## src/rtl/program_counter_stack.sv

```systemverilog
// program_counter_stack: program counter with an integrated return-address stack.
// Each enabled edge performs one action, priority ret > call > jump > rel > increment.
// Optional feature macro: PC_REL_BRANCH_EN (PC-relative branch adder).
module program_counter_stack #(
   parameter int                  PC_WIDTH     = 8,
   parameter int                  STACK_DEPTH  = 4,
   parameter logic [PC_WIDTH-1:0] RESET_VECTOR = '0
) (
   input  logic                               clk,
   input  logic                               res_n,
   input  logic                               en,
   input  logic                               wr_en,
   input  logic [PC_WIDTH-1:0]                counteradress,
   input  logic                               call_en,
   input  logic                               ret_en,
   input  logic                               rel_en,
   input  logic [PC_WIDTH-1:0]                rel_offset,
   output logic [PC_WIDTH-1:0]                pc,
   output logic [$clog2(STACK_DEPTH+1)-1:0]   depth,
   output logic                               stack_empty,
   output logic                               stack_full,
   output logic                               stack_err
);

   localparam int DW = $clog2(STACK_DEPTH + 1);
   localparam int AW = (STACK_DEPTH > 1) ? $clog2(STACK_DEPTH) : 1;

   logic [PC_WIDTH-1:0] pc_q, pc_d;
   logic [DW-1:0]       depth_q, depth_d;
   logic                err_q, err_d;
   logic [PC_WIDTH-1:0] stack_q [STACK_DEPTH];

   logic                push_en;
   logic [PC_WIDTH-1:0] pc_inc;
   logic [DW-1:0]       top_idx;
   logic                empty, full;

   assign pc_inc  = pc_q + PC_WIDTH'(1);
   assign top_idx = depth_q - DW'(1);
   assign empty   = (depth_q == '0);
   assign full    = (depth_q == DW'(STACK_DEPTH));

`ifdef PC_REL_BRANCH_EN
   logic [PC_WIDTH-1:0] pc_rel;
   // offset is relative to the current pc, not pc+1
   assign pc_rel = pc_q + rel_offset;
`else
   // relative branch not built; inputs kept on the port list only
   logic unused_rel;
   assign unused_rel = ^{rel_en, rel_offset};
`endif

   // next-state: one prioritized action per enabled edge; error cases hold pc/depth
   always_comb begin
      pc_d    = pc_q;
      depth_d = depth_q;
      err_d   = err_q;
      push_en = 1'b0;
      if (en) begin
         if (ret_en) begin
            if (empty) begin
               err_d = 1'b1;
            end else begin
               pc_d    = stack_q[top_idx[AW-1:0]];
               depth_d = top_idx;
            end
         end else if (call_en) begin
            if (full) begin
               err_d = 1'b1;
            end else begin
               push_en = 1'b1;
               pc_d    = counteradress;
               depth_d = depth_q + DW'(1);
            end
         end else if (wr_en) begin
            pc_d = counteradress;
`ifdef PC_REL_BRANCH_EN
         end else if (rel_en) begin
            pc_d = pc_rel;
`endif
         end else begin
            pc_d = pc_inc;
         end
      end
   end

   // control state: pc, depth and the sticky error flag
   always_ff @(posedge clk or negedge res_n) begin
      if (!res_n) begin
         pc_q    <= RESET_VECTOR;
         depth_q <= '0;
         err_q   <= 1'b0;
      end else begin
         pc_q    <= pc_d;
         depth_q <= depth_d;
         err_q   <= err_d;
      end
   end

   // stack storage is not reset; writes are blocked while reset is held
   always_ff @(posedge clk) begin
      if (push_en && res_n) begin
         stack_q[depth_q[AW-1:0]] <= pc_inc;
      end
   end

   assign pc          = pc_q;
   assign depth       = depth_q;
   assign stack_empty = empty;
   assign stack_full  = full;
   assign stack_err   = err_q;

endmodule
```

## config.mk

```make
export PLATFORM = sky130hd
export DESIGN_NAME = program_counter_stack
export DESIGN_NICKNAME = d
export VERILOG_FILES = /design/src/rtl/program_counter_stack.sv
export SDC_FILE = /design/constraint.sdc
export NUM_CORES = 1
export LEC_CHECK = 0
export CAP_MARGIN = 20
export CELL_PAD_IN_SITES_DETAIL_PLACEMENT = 1
export CELL_PAD_IN_SITES_GLOBAL_PLACEMENT = 1
export CORE_UTILIZATION = 38
export DETAILED_ROUTE_END_ITERATION = 7
export PLACE_DENSITY = 0.73
export SKIP_CTS_REPAIR_TIMING = 1
export SLEW_MARGIN = 15
export SYNTH_ARGS = -nofsm -noshare
export SYNTH_HDL_FRONTEND = slang
export SYNTH_SLANG_ARGS = --single-unit
```

## constraint.sdc

```tcl
create_clock -name clk -period 1.8 [get_ports clk]
set_input_delay 0.36 -clock clk [delete_from_list [all_inputs] [get_ports clk]]
set_output_delay 0.36 -clock clk [all_outputs]
set_load 0.05 [all_outputs]
```

==> results.txt <==
PD cells -> 1700 mW/mm^2
worst reg-to-reg setup slack -> 0.09 ns
TritonRoute pass-1 iters -> 4
I/O pin cnt -> 37
outcome -> complete, no violations
f_max -> 0.582 GHz
H-tree depth -> 2
Final ANT Viol Nets -> 0
DR DRC count -> 0
Worst setup SP type -> flip-flop
Yosys Warn Count -> 0
Crit path arrival time -> 1.36 ns
share of post-route cells with drive strength above 1 -> 29.3%
final setup fails -> 0
# port buffers -> 27
Worst R2R Start -> pc[0]
Total Routing Usage GR -> 20.1%
number of diodes -> 0
Cell Chain, Critical Path -> inv_2 > ha_4 > nor2b_2 > buf_12
HPWL after DPL -> 4050 um
Top Metal Used -> met4
Yosys cell types -> 41
Post-synth EDFFs -> 32
minimum clock period -> 1.72 ns
row count -> 26
RSZ-0062 raised after global routing -> false
worst-path maximum fanout -> 6
area grow syn2layout -> 31.8%
Comb power frac -> 47.8%
Reg2Reg Capture Point -> pc[2]
Final Hold Violating Endpoints -> 0
max cap viols -> 0
setup tns final -> 0 ns
first-pass GRT wire length -> 8720 um
sequential cell area fraction in the yosys report -> 59.4%
RePlAce Congestion -> 0.809
pin count of the biggest net entering global routing -> 15
Post-Route WL -> 5440 um
total grt overflow -> 0
die width -> 76.8 um
Flop pwr share -> 33.7%
syn_nets -> 185
Int Pwr -> 2.92 mW
Switching Fraction -> 38.7%
initial DRC count -> 54
Final Max Slew Viols -> 0
wl on met1 -> 2330 um
CTS tree -> yes
clk sinks -> 44
Vias/cell -> 5.31
CP max stage cell -> dfrtp_2
kind of critical path -> flip-flop to output pin
Pleak -> 1.10 nW
Hold Path Class -> input pin to asynchronous set/reset pin
Synth area leaders -> edfxtp_1 45%, dfrtp_1 14%, mux4_1 8.7%, ha_1 3.5%, xor2_1 2.5%
Critical Path Start -> depth[1]
Mapped Cells -> 156
final clock skew -> 0.00983 ns
synthesized area per cell -> 13.6 um^2
Max VDD drop -> 727 uV
WL met3 -> 138 um
count of non-filler cells in the finished layout -> 275
Nets -> 233
met2 wire length -> 2950 um
#FFs+latches synth -> 44
Longest Clk Path Bufs -> 2
Num CTS Buffers -> 5
ys async rst share -> 27.3%
root buf cell -> clkbuf_8
initial antenna violation count -> 0
most common cell in the netlist -> edfxtp_1
Main synth FF type -> edfxtp_1
Largest stage delay, worst path -> 0.44 ns
Skew-Pair Late Insertion Delay -> 0.29 ns
Worst Path Required -> 1.44 ns
Slew @ Worst Pin -> 0.383 ns
Synth top area share -> 45.3%
Placeable Area -> 0.00524 mm^2
drt wl/cell -> 19.8 um
clock share of power -> 18.5%
R2R depth -> 5
sw power -> 1.85 mW
Initial Utilization -> 40.5%
most frequent cells after synthesis -> 32 x edfxtp_1, 12 x dfrtp_1, 12 x nand2_1
Worst setup EP type -> output pin
vias in the first global route -> 1628
dpl cells -> 265
post-synth top area cell -> edfxtp_1
Tcrit/Tclk final -> 95.4%
mapped cell area -> 0.00212 mm^2
routed via count -> 1461
Die H -> 76.8 um
DIE AREA -> 0.00589 mm^2
Reg clk slew, reported paths -> 0.08 ns
slew margin rel. -> 74.4%
worst max path at each step:
stage / end / slack (ns) / cells after the start
finish: stack_empty / 0.08 / 4
global route: stack_empty / 0.003 / 4
global placement: stack_q[3][0] / -0.08 / 4
floorplan: pc[5] / -0.21 / 8
CTS: stack_empty / 0.005 / 4
detailed placement: stack_q[3][0] / -0.15 / 4
power groups by stage:
stage	registers, mW	logic [mW]	clock network [mW]
finish	1.61	2.28	0.884
floorplan	1.99	1.02	0
global placement	1.60	2.11	0
detailed placement	1.62	2.22	0
global route	1.64	2.41	0.971
CTS	1.60	2.23	0.907
logic make-up after synthesis:
kind of cell	synth area share, %
multiplexers	11.2
AO/OA/AOI/OAI	8.25
XOR/XNOR	3.71
AND/OR/NAND/NOR	11.4
buffers and inverters	2.47
adder cells (fa/ha/maj)	3.54
flip-flops	59.4
state kept, by name, indices dropped and copies added (netlist names):
signal     flops
depth          3
stack_q       32
pc             8
stack_err      1
metal layers:
metal | up-vias | track usage [%]
met5 | - | 0
met4 | 0 | 4.62
met3 | 2 | 4.29
met2 | 23 | 36.0
met1 | 756 | 24.7
li1 | 680 | -
critical path: cells and delay by family (launching register included):
family | cells | cell delay [ns]
flip-flops | 1 | 0.44
adder cells (fa/ha/maj) | 1 | 0.18
AND/OR/NAND/NOR | 1 | 0.19
buffers and inverters | 2 | 0.26
metrics by stage:
step	hold slack [ns]	worst slack [ns]	area [um^2]	total power [mW]	util [%]
after CTS	0.441	0.00478	2780	4.74	53.0
final	0.453	0.0832	2800	4.77	53.4
after global routing	0.439	0.00344	2800	5.02	53.4
after detailed placement	0.466	-0.150	2640	3.84	50.5
after floorplan	0.0644	-0.206	2180	3.02	-
after global placement	0.446	-0.0787	2640	3.70	50.5
placed cells by master, fill, tap and decap left out, types with 3 or more instances in the layout:
master and instances:
xnor2_1 3, a21oi_1 5, buf_12 4, clkbuf_8 5, nand3_1 5, ha_1 5, dfrtp_1 10, clkdlybuf4s50_1 13
nor2_1 11, xor2_1 5, edfxtp_1 32, and2_4 5, mux4_1 6, o21ai_0 5, buf_4 31, nand2_1 12
a31oi_1 3, or3_1 4
area by class of cell:
type | instances | area, um^2
Timing Repair Buffer | 48 | 443
Fill cell | 542 | 2440
Tap cell | 70 | 87.6
Multi-Input combinational cell | 101 | 851
Clock buffer | 6 | 72.6
Sequential cell | 44 | 1260
Inverter | 4 | 20.0
Clock inverter | 2 | 60.1
Note: power is estimated with default switching activity, not from simulation.
